$ cat src/rtl/load_sense_controller.sv
// Load-sensing initiator: raises sense_start, retries on timeout and classifies the load by response latency.
// Outputs are registered or decoded from the state register; load_ok follows load_ready by one edge; no backpressure.
module load_sense_controller #(
  parameter int TIMEOUT    = 32,
  parameter int MAX_RETRY  = 2,
  parameter int GAP_CYCLES = 4,
  parameter int SMALL_MAX  = 8,
  parameter int MED_MAX    = 16
) (
  input  logic       clk,
  input  logic       reset,
  input  logic       cycle_req,
  input  logic       door_closed,
  input  logic       abort,
  input  logic       load_ready,
  output logic       sense_start,
  output logic       busy,
  output logic       load_ok,
  output logic       load_fault,
  output logic [1:0] fault_code,
  output logic [1:0] load_class,
  output logic [1:0] retry_count
);

  typedef enum logic [2:0] {IDLE, SENSE, GAP, DONE, FAULT} state_t;

  localparam logic [1:0] CODE_NONE    = 2'd0;
  localparam logic [1:0] CODE_TIMEOUT = 2'd1;
  localparam logic [1:0] CODE_DOOR    = 2'd2;
  localparam logic [1:0] CODE_ABORT   = 2'd3;

  localparam logic [7:0] WAIT_LAST = 8'(TIMEOUT - 1);
  localparam logic [7:0] GAP_LAST  = 8'(GAP_CYCLES - 1);
  localparam logic [7:0] SMALL_LIM = 8'(SMALL_MAX);
  localparam logic [7:0] MED_LIM   = 8'(MED_MAX);
  localparam logic [1:0] RETRY_LIM = 2'(MAX_RETRY);

  state_t     state;
  logic [7:0] wait_cnt;
  logic [7:0] gap_cnt;

  // Latency in SENSE cycles before load_ready maps directly to load size.
  function automatic logic [1:0] classify(input logic [7:0] w);
    if (w < SMALL_LIM) begin
      return 2'd0;
    end else if (w < MED_LIM) begin
      return 2'd1;
    end else begin
      return 2'd2;
    end
  endfunction

  assign sense_start = (state == SENSE);
  assign busy        = (state != IDLE);
  assign load_ok     = (state == DONE);

  always_ff @(posedge clk or posedge reset) begin
    if (reset) begin
      state       <= IDLE;
      wait_cnt    <= 8'd0;
      gap_cnt     <= 8'd0;
      load_fault  <= 1'b0;
      fault_code  <= CODE_NONE;
      load_class  <= 2'd0;
      retry_count <= 2'd0;
    end else begin
      case (state)
        IDLE: begin
          if (cycle_req) begin
            if (door_closed) begin
              state       <= SENSE;
              wait_cnt    <= 8'd0;
              retry_count <= 2'd0;
              load_fault  <= 1'b0;
              fault_code  <= CODE_NONE;
            end else begin
              state      <= FAULT;
              load_fault <= 1'b1;
              fault_code <= CODE_DOOR;
            end
          end
        end

        SENSE: begin
          wait_cnt <= wait_cnt + 8'd1;
          if (abort) begin
            state      <= FAULT;
            load_fault <= 1'b1;
            fault_code <= CODE_ABORT;
          end else if (!door_closed) begin
            state      <= FAULT;
            load_fault <= 1'b1;
            fault_code <= CODE_DOOR;
          end else if (load_ready) begin
            state      <= DONE;
            load_class <= classify(wait_cnt);
          end else if (wait_cnt == WAIT_LAST) begin
            if (retry_count < RETRY_LIM) begin
              state       <= GAP;
              gap_cnt     <= 8'd0;
              retry_count <= retry_count + 2'd1;
            end else begin
              state      <= FAULT;
              load_fault <= 1'b1;
              fault_code <= CODE_TIMEOUT;
            end
          end
        end

        // load_ready is deliberately not looked at while the sensor is idle.
        GAP: begin
          gap_cnt <= gap_cnt + 8'd1;
          if (abort) begin
            state      <= FAULT;
            load_fault <= 1'b1;
            fault_code <= CODE_ABORT;
          end else if (!door_closed) begin
            state      <= FAULT;
            load_fault <= 1'b1;
            fault_code <= CODE_DOOR;
          end else if (gap_cnt == GAP_LAST) begin
            state    <= SENSE;
            wait_cnt <= 8'd0;
          end
        end

        DONE:    state <= IDLE;
        FAULT:   state <= IDLE;
        default: state <= IDLE;
      endcase
    end
  end

endmodule

$ cat config.mk
export PLATFORM = sky130hd
export DESIGN_NAME = load_sense_controller
export DESIGN_NICKNAME = d
export VERILOG_FILES = /design/src/rtl/load_sense_controller.sv
export SDC_FILE = /design/constraint.sdc
export NUM_CORES = 1
export LEC_CHECK = 0
export CORE_MARGIN = 5
export CORE_UTILIZATION = 60
export DETAILED_ROUTE_END_ITERATION = 8
export PLACE_DENSITY = 0.84
export SYNTH_ARGS = -nofsm -noshare
export SYNTH_HDL_FRONTEND = slang
export SYNTH_SLANG_ARGS = --single-unit
$ cat constraint.sdc
create_clock -name clk -period 2.89 [get_ports clk]
set_input_delay 0.578 -clock clk [delete_from_list [all_inputs] [get_ports clk]]
set_output_delay 0.578 -clock clk [all_outputs]
set_load 0.05 [all_outputs]
==> results.ini, run 1 <==
[status]
status=finished, final reports clean

[clock_network]
cts_tree=yes
cts_hold_buf=0
clk-insertion-delay-late_ps=320
cts_max_level=1
ctsResizeCount=0
ctsLongestPathBuffers=2
cts_buffers=3
cts.sinks=26
cts_root_buf=clkbuf_4
clkTransAtPathRegs_ps=140
cts_setup_buffers=0

[flow_run]
max_cap_viol_count=0

[worst_setup_path]
end_kind=output pin
r2r_start=wait_cnt[0]
crit_path_start_kind=register
critPathRequiredTime_ps=2310
crit_start=state[1]
criticalPathCategory=register to output pin
cp_max_fo=15
cp.arrival_ps=2030

[yosys]
syn-num-nets=172
synth_warnings=0
synth_edf_count=0
synth.cell_area_um2=1500
synth.distinct_cells=49
synthArstFlopShare_pct=100
yosysSeqAreaShare_pct=43.4
synth_seq_cells=26
ys.flop_type=dfrtp_1
postSynthCellCount=164
syn_area_per_cell_um2=9.13

[grt]
grt_pass1_wl_um=5850
grt_max_degree=27
use_met3_pct=1.94
antenna_found_initial=0
overflow=0
use_met2_pct=36.0
gr-max-usage-layer=met2
met1_usage_pct=28.1
grtUsageTotal_pct=21.4
grt_pass1_vias=1260

[final_layout]
drive_gt1_share_pct=9.34
multi_input_area_um2=793
num-fill-cells=193
antenna_cells=0
final_common_cell=dfrtp_1
nets=191
syn_to_final_growth_pct=16.1
final_util_pct=71.5
mostFrequentLayoutCells=dfrtp_1 (26), nand2_1 (16), clkdlybuf4s50_1 (15)
seqCellArea_um2=651

[drt]
wl_per_cell_um=16.8
antenna_left=0
firstDrtPassIters=4
drt_wl_total_um=3570
vias=1344
viasPerCell=6.34
drcViolationCount=0
drtIter0Drc=57

[sta]
period_share_pct=90.4
period_minus_slack_ps=2610
max_freq_ghz=0.383
final-setup-viol-count=0
hold_viol=0
maxSlewViolCount=0
tns_ps=0
max_slew_margin_pct=65.2
fin_skew_ps=6.66
worstMarginPinSlew_ps=520
rsz0062_at_grt=false

[placed_design]
gp_congestion=0.903
port_buffers=15
dp_hpwl_um=2570

[floorplanning]
start_util_pct=61.6
dieHeight_um=60.0
dieWidth_um=60.0
core_area_um2=2430
rows=18
ios=16
die_area_um2=3600

[min_path]
hp-class=register to register
worstHoldStart=gap_cnt[0]

[power]
p_per_area_nw_per_um2=790
vdd_drop_max_v=0.000560
total_power_mw=1.37
p_leak_nw=0.734

## kinds of logic (layout without fill, tap and decap cells)
kind of cell,Yosys count,after routing,synth area share [%]
buffers and inverters,14,32,3.59
flip-flops,26,26,43.4
multiplexers,5,5,4.01
XOR/XNOR,2,2,1.17
AO/OA/AOI/OAI,47,47,22.0
adder cells (fa/ha/maj),2,2,1.67
AND/OR/NAND/NOR,68,68,24.1
## path summary, 6_finish.rpt
path | end | slack (ps) | depth (start not counted)
min in group asynchronous | wait_cnt[0] | 580 | 3
min reg2reg | gap_cnt[0] | 510 | 1
min | gap_cnt[0] | 510 | 1
max | sense_start | 280 | 4
max reg2reg | retry_count[0] | 740 | 5
max in group asynchronous | state[1] | 2060 | 3
## synthesized netlist by cell type, types with 3 or more instances
cell type,instances,share of area (%)
nor3_1,4,1.3
nor2b_1,4,1.7
nand3_1,9,3.0
inv_1,7,1.8
nand2b_1,3,1.3
o21a_1,3,1.5
mux2_1,3,2.3
and2_1,3,1.3
a21oi_1,12,4.0
nor2_1,12,3.0
clkbuf_1,6,1.5
nand2_1,16,4.0
o21ai_0,3,1.0
a31oi_1,7,2.9
nand4_1,3,1.3
or3_1,3,1.3
dfrtp_1,26,43
## registers in the layout, summed over array words and instances (netlist names)
register and flops:
retry_count 2, fault_code 2, load_fault 1, load_class 2, wait_cnt 8, gap_cnt 8
state 3
## cell type report
type	count	area share, %
tap	30	2.16
sequential	26	37.4
clock buffer	4	2.09
inverter	7	1.51
timing repair buffer	21	11.2
multi-input combinational	124	45.6
## power breakdown
part	total, mW	switching [mW]	leakage, nW	internal [mW]
Combinational	0.566	0.331	0.377	0.235
Clock	0.187	0.110	0.0210	0.0771
Sequential	0.621	0.143	0.337	0.478
## layer usage
metal  up-vias  routed length, um
li1        643                  -
met1       649               1590
met2        41               1770
met3        11                123
met4         0                 86
met5         -                  0
## worst max-delay path, stage by stage (launching register included)
cell and delay [ps]:
dfrtp_1 550, nor2_1 150, nand2_1 100, inv_1 110
clkdlybuf4s50_1 810
## stage by stage
step / cells / area (um2) / hold WS, ps / setup slack [ps]
6_report: 212 / 1740 / 513 / 278
5_1_grt: 212 / 1740 / 548 / 202
4_1_cts: 212 / 1740 / 516 / 289
3_5_place_dp: 208 / 1700 / 495 / 487
3_3_place_gp: 208 / 1700 / 473 / 476
2_1_floorplan: 164 / 1500 / 461 / 950
(Power assumes the default switching activity.)
==> run 2, diff against run 1 <==
- ABC_AREA: unset -> 1
- ABC_CLOCK_PERIOD_IN_PS: unset -> 2890
- PLACE_DENSITY: 0.84 -> 0.83
==> run 2 against run 1 <==
- area after synthesis rose by 6.1%
- flip-flop and latch count unchanged
- wire length grew 1.6%
- die area rose by 5.1%
- via count grew 9.5%
- first-iteration DRC count rose by 58%
- critical endpoint is now load_ok
- highest routed layer unchanged
==> results.ini, run 2 <==
[placed_design]
place_ws_ps=788
gp_congestion=0.935
post-place-cells=262
dp_hpwl_um=2730
port_buffers=15
place_area_um2=1780

[drt]
viasPerCell=5.53
drcViolationCount=0
drt_wl_total_um=3620
drtIter0Drc=90
vias=1472
wl_per_cell_um=13.6
antenna_left=0
firstDrtPassIters=5

[worst_setup_path]
crit_path_top_delay_cell=clkdlybuf4s50_1
cp_cell_sequence=inv_1 > nor3_1 > clkdlybuf4s50_1
criticalPathCategory=register to output pin
end_kind=output pin
critical-path-max-stage-delay_ps=830
worstPathBufferInverterCount=2
crit_path_start_kind=register
cp_max_fo=5
path_delay_family=buffers and inverters
cp.arrival_ps=1890
critPathRequiredTime_ps=2310

[clock_network]
cts_tree=yes
cts_root_buf=clkbuf_4
cts_hold_buf=0
ctsLongestPathBuffers=2
cts_buffers=3
cts_max_level=1
clk-insertion-delay-late_ps=330
cts.sinks=26
clkTransAtPathRegs_ps=140
cts_setup_buffers=0
ctsResizeCount=0

[floorplanning]
start_util_pct=63.6
core_area_um2=2500
rows=18
ios=16
die_area_um2=3780
dieWidth_um=61.5
dieHeight_um=61.5

[grt]
grt_max_degree=27
antenna_found_initial=0
grtUsageTotal_pct=21.9
grt_pass1_wl_um=6120
grt_pass1_vias=1444
overflow=0

[yosys]
synth.area.top_cells=dfrtp_1 (41%), nand2_1 (17%), nand3_1 (7.9%)
synth.distinct_cells=26
yosysMostFrequentCell=nand2_1
postSynthCellCount=216
syn-num-nets=224
synth.cell_area_um2=1590
synth_seq_cells=26
synth_warnings=0
yosysSeqAreaShare_pct=40.9
syn_area_per_cell_um2=7.36
synth_edf_count=0
synth_top_area_cell=dfrtp_1
netlist_top_cells_count=nand2_1 (70), dfrtp_1 (26), nand3_1 (25), nor2_1 (23), inv_1 (22)
synthArstFlopShare_pct=100
synth_top_area_share_pct=40.9
ys.flop_type=dfrtp_1

[min_path]
hp-class=register to register

[final_layout]
drive_gt1_share_pct=10.6
nets=245
syn_to_final_growth_pct=14.3
final_common_cell=nand2_1
largestRegisters=gap_cnt x8, wait_cnt x8, state x3
finalInstanceArea_um2=1820
mostFrequentLayoutCells=nand2_1 (70), dfrtp_1 (26), nand3_1 (25)
antenna_cells=0
fin_cells=266

[sta]
worstMarginPinSlew_ps=512
rsz0062_at_grt=false
max_freq_ghz=0.405
layout_setup_ws_ps=421
hold_viol=0
period_share_pct=85.4
final-setup-viol-count=0
holdWs_ps=494
period_minus_slack_ps=2470
tns_ps=0
fin_skew_ps=4.62
maxSlewViolCount=0
max_slew_margin_pct=65.8

[flow_run]
max_cap_viol_count=0

[power]
p_leak_nw=0.965
vdd_drop_max_v=0.000700
p_per_area_nw_per_um2=858

[status]
status=finished, final reports clean

==> run 2: cell count changes in the layout (fill, tap and decap cells not counted), sizes merged, moves of 5 or more <==
cell   before  now
a21oi      12    1
a31oi       7    0
inv         7   25
mux2        5    0
nand2      16   74
nand3       9   27
nor2       12   28
o21ai       4   10
==> run 2: where the power goes <==
part / switching, mW / total [mW] / internal, mW
logic: 0.543 / 0.808 / 0.265
registers: 0.0986 / 0.559 / 0.461
clock network: 0.114 / 0.191 / 0.0772
==> run 2: cells by family after synthesis <==
kind of cell	share of synthesized area [%]
AO/OA/AOI/OAI	4.96
flip-flops	40.9
XOR/XNOR	1.10
adder cells (fa/ha/maj)	1.57
buffers and inverters	6.61
AND/OR/NAND/NOR	44.8
==> run 2: through the flow <==
| step | utilization (%) | total power, mW |
|---|---|---|
| finish | 72.7 | 1.56 |
| global route | 72.7 | 1.67 |
| CTS | 72.7 | 1.56 |
| detailed placement | 71.2 | 1.37 |
| global placement | 71.2 | 1.34 |
| floorplan | - | 1.15 |
==> run 2: path summary, 6_finish.rpt <==
check,start,cells after the start,slack (ps),to
hold reg to reg,fault_code[1],2,490,fault_code[1]
min in group asynchronous,reset,3,580,wait_cnt[5]
setup / recovery,state[0],3,420,load_ok
max in group asynchronous,reset,3,2050,state[1]
hold / removal,fault_code[1],2,490,fault_code[1]
setup reg to reg,state[1],9,1320,gap_cnt[6]
==> run 2: worst reg2reg max path, cell delays in order, from the launching register on <==
cell	delay [ps]
dfrtp_1	460
inv_2	100
nand2_2	60
nor2_4	100
buf_4	220
nand2_1	90
nand2_1	110
nand4_4	170
nand2_1	110
nand2_1	50
==> run 2: layout make-up <==
type | count | area [um2]
clock buffer | 4 | 36.3
inverter | 25 | 93.8
fill | 200 | 683
multi-input combinational | 164 | 833
tap | 30 | 37.5
timing repair buffer | 17 | 165
sequential | 26 | 651
==> run 2: routing by layer <==
layer  track usage (%)  up-vias  wire [um]
li1                  -      728          -
met1              26.0      692       1580
met3              3.14        6        164
met4              9.70        0         45
met5                 0        -          0
met2              39.1       46       1830
==> RTL edit 1 (config.mk and constraints of run 2) <==
Re-encode `state_t` (5 states) as one-hot, 5 bits wide.
--- a/src/rtl/load_sense_controller.sv
+++ b/src/rtl/load_sense_controller.sv
@@ -23,5 +23,5 @@
 );
 
-  typedef enum logic [2:0] {IDLE, SENSE, GAP, DONE, FAULT} state_t;
+  typedef enum logic [4:0] {IDLE = 5'b00001, SENSE = 5'b00010, GAP = 5'b00100, DONE = 5'b01000, FAULT = 5'b10000} state_t;
 
   localparam logic [1:0] CODE_NONE    = 2'd0;
Formal check against the unedited RTL: same outputs for any inputs over 10 cycles, from zero or initial values and one cycle with reset high; not proved beyond that.
==> RTL edit 1 against run 2 <==
  * Design area is 1.9% higher
  * Area after synthesis grew 1.9%
  * Routed wire length grew 0.77%
  * Setup slack lost 0.14 ns
  * Critical path type unchanged
  * Die area grew 1.6%
  * Total power up 12%
  * Largest cell class unchanged
  * Via count is 1.5% higher
  * Sequential cell count up 2
  * Largest power group unchanged
  * Utilization is 0.74 points higher
==> RTL edit 1: results (changes against run 2) <==
fin cells 264 (-0.75%); biggest cell delay along the critical path 0.74 ns (-0.09 ns); routed wl met2 1.96 mm (+6.8%); cts repair resizes 0 (unchanged); met3 Usage GRT 3.93% (+0.78 points); Arrival @ worst endpoint 2.03 ns (+0.14 ns); GRT met1 Usage 24.9% (-1.1 points); Placement Cell Area 0.00180 mm2 (+1.1%); first-pass GRT wire length 6.33 mm (+3.4%); XOR/XNOR Fraction of Synth Area 1.08% (-0.020 points); CP top delay family buffers and inverters; share of layout cells above drive strength 1 12.8% (+2.2 points); Clk pin slew, worst setup/hold paths 0.15 ns; max_slew headroom 65.6% (-0.13 points); Syn Area/Cell 7.53 um2 (+2.4%); VDD IR max 0.000855 V (+22%); worst clock skew 0.00266 ns (-0.00196 ns); Mapped Nets 223 (-0.45%); post-synthesis adder-cell area fraction 1.55% (-0.029 points); Sw Pwr 819 uW (+8.5%); WL/cell 13.8 um (+1.5%); First-pass DRT Iterations 4 (-1); pre-CTS setup slack 0.679 ns (-0.109 ns); complex-gate fraction of the synthesized area 7.65% (+2.7 points); Seq/Total Area, Yosys 43.4% (+2.4 points); top post-synthesis cells by area dfrtp_1 42%, nand2_1 15%, nand3_1 6.5%, nor2_1 6.0%, inv_1 5.1%; Final GP Congestion 0.789 (-16%); GRT Util Overall 22.5% (+0.63 points); DRT iter0 DRCs 96 (+6.7%); switching portion of total power 46.9% (-1.5 points); Via density 5.66 (+2.3%); Pleak 0.943 nW (-2.3%); outcome complete, no violations; Post-synth top cells 63 x nand2_1, 27 x dfrtp_1, 26 x nor2_1, 22 x inv_1, 21 x nand3_1; met2 Use GR 40.1% (+0.96 points); clock buffer depth 2 (unchanged); met3 WL post-DR 149 um (-9.1%); # nets final 243 (-0.82%); port bufs 15 (unchanged); Metal-1 WL 1.46 mm (-8.1%); largest net degree at the start of global routing 29 (+7.4%); CTS root buf clkbuf_4; sequential power share 34.2% (-1.7 points); vias in the first global route 1,504 (+4.2%); DPL Wire Length 2.83 mm (+3.4%); biggest regs gap_cnt: 8 flops, wait_cnt: 8 flops, state: 5 flops; ANT cells 0 (unchanged); Logic pwr share 51.0% (-0.8 points)
-- RTL edit 1: cell count changes after synthesis, sizes merged, moves of 2 or more --
cell	change
nand2	-10
a21oi	+4
o21ai	+2
a21o	-2
nand4	-3
nor3	-4
nor2	+5
o22ai	+2
-- RTL edit 1: final timing paths --
| check | to | cells after the start | start | slack, ns |
|---|---|---|---|---|
| worst max-delay path | busy | 4 | state[0] | 0.29 |
| worst min-delay path | wait_cnt[4] | 2 | wait_cnt[4] | 0.50 |
| worst max register to register | retry_count[0] | 9 | state[0] | 1.18 |
| worst min register to register | wait_cnt[4] | 2 | wait_cnt[4] | 0.50 |
| max in group asynchronous | state[0] | 3 | reset | 2.00 |
| min in group asynchronous | gap_cnt[5] | 3 | reset | 0.59 |
-- RTL edit 1: final cells by class --
class / instances / area (um2)
clock buffers: 3 / 22.5
clock inverters: 1 / 30.0
fillers: 199 / 671
inverters: 26 / 98.8
multi-input cells: 159 / 796
flip-flops and latches: 28 / 702
well taps: 30 / 37.5
repair buffers: 17 / 165
==> RTL edit 2 (flow settings as in run 2) <==
Made on the original files. Set the parameter `SMALL_MAX` to 6 (it was 8).
--- a/src/rtl/load_sense_controller.sv
+++ b/src/rtl/load_sense_controller.sv
@@ -5,5 +5,5 @@
   parameter int MAX_RETRY  = 2,
   parameter int GAP_CYCLES = 4,
-  parameter int SMALL_MAX  = 8,
+  parameter int SMALL_MAX  = 6,
   parameter int MED_MAX    = 16
 ) (
Check against the original RTL: not equivalent (Yosys sat finds a counterexample within 10 cycles, from zero or initial values and one cycle with reset high).
==> RTL edit 2 against run 2 <==
  * Cell count is 2.3% lower
  * Highest routed layer unchanged
  * Setup slack worse by 0.089 ns
  * Total power is 7.8% higher
  * Worst hold slack improved by 0.0083 ns
  * Global-route usage fell by 0.55 points
  * Largest power group unchanged
  * Area after synthesis down 0.87%
  * Routed wire length shrank 7.3%
  * Design area barely moved
  * Sequential cell count unchanged
  * Non-clock buffer count increased by 1
==> RTL edit 2: results (changes against run 2) <==
hold slack final 0.502 ns (+0.00831 ns); layout overhead on the synthesized area 15.3%; Metal-1 WL 1.54 mm (-2.6%); top post-synthesis cells by area dfrtp_1 41%, nand2_1 18%, nand3_1 8.9%, inv_1 4.8%, nand4_1 3.2%; Layout clock area frac 2.89% (+0.90 points); DRT iter0 DRCs 109 (+21%); num sequential 26 (unchanged); Worst-Margin Slew 0.508 ns (-0.00381 ns); Filler cells 205 (+2.5%); Post-synth top cells 74 x nand2_1, 28 x nand3_1, 26 x dfrtp_1, 20 x inv_1, 9 x nor2_1; Seq/Total Area, Yosys 41.3% (+0.36 points); outcome complete, no violations; Arrival @ worst endpoint 1.98 ns (+0.09 ns); inverters 23 (-8.0%); share of layout cells above drive strength 1 11.3% (+0.71 points); clkbuf count 3 (-1); Logic pwr share 50.0% (-1.8 points); cell count of the worst reg-to-reg path 8 (-1); Signal buf overhead 9.51% (+0.42 points); first-pass GRT wire length 5.93 mm (-3.2%); Final GP Congestion 0.943 (+0.93%); nonclk buf count 18 (+1); Syn Area/Cell 7.50 um2 (+2.0%); First-pass DRT Iterations 4 (-1); sequential power share 35.0% (-0.9 points); post-synthesis adder-cell area fraction 1.59% (+0.014 points); DP Cell Count 256 (-2.3%); Sw Pwr 781 uW (+3.3%); Post-Route WL 3.36 mm (-7.3%); routed wl met2 1.69 mm (-7.7%); pre-CTS setup slack 0.711 ns (-0.0775 ns); Die Wd 61.2 um (-0.36%); # nets final 239 (-2.4%); Pleak 0.928 nW (-3.9%)
-- RTL edit 2: routing by layer --
| layer | vias up | track usage (%) |
|---|---|---|
| met1 | 664 | 27.0 |
| met3 | 6 | 3.14 |
| li1 | 726 | - |
| met5 | - | 0 |
| met2 | 22 | 35.6 |
| met4 | 0 | 10.2 |
-- RTL edit 2: worst max-delay path by stage --
stage / from / end / slack [ns] / depth (start not counted)
2_1_floorplan: state[0] / load_ok / 0.68 / 2
3_3_place_gp: state[0] / load_ok / 0.73 / 3
5_1_grt: state[0] / load_ok / 0.19 / 3
3_5_place_dp: state[0] / load_ok / 0.71 / 3
4_1_cts: state[0] / load_ok / 0.33 / 3
6_report: state[0] / load_ok / 0.33 / 3
-- RTL edit 2: kinds of logic after synthesis --
family,count (synthesis)
buffers and inverters,25
AO/OA/AOI/OAI,18
flip-flops,26
AND/OR/NAND/NOR,139
adder cells (fa/ha/maj),2
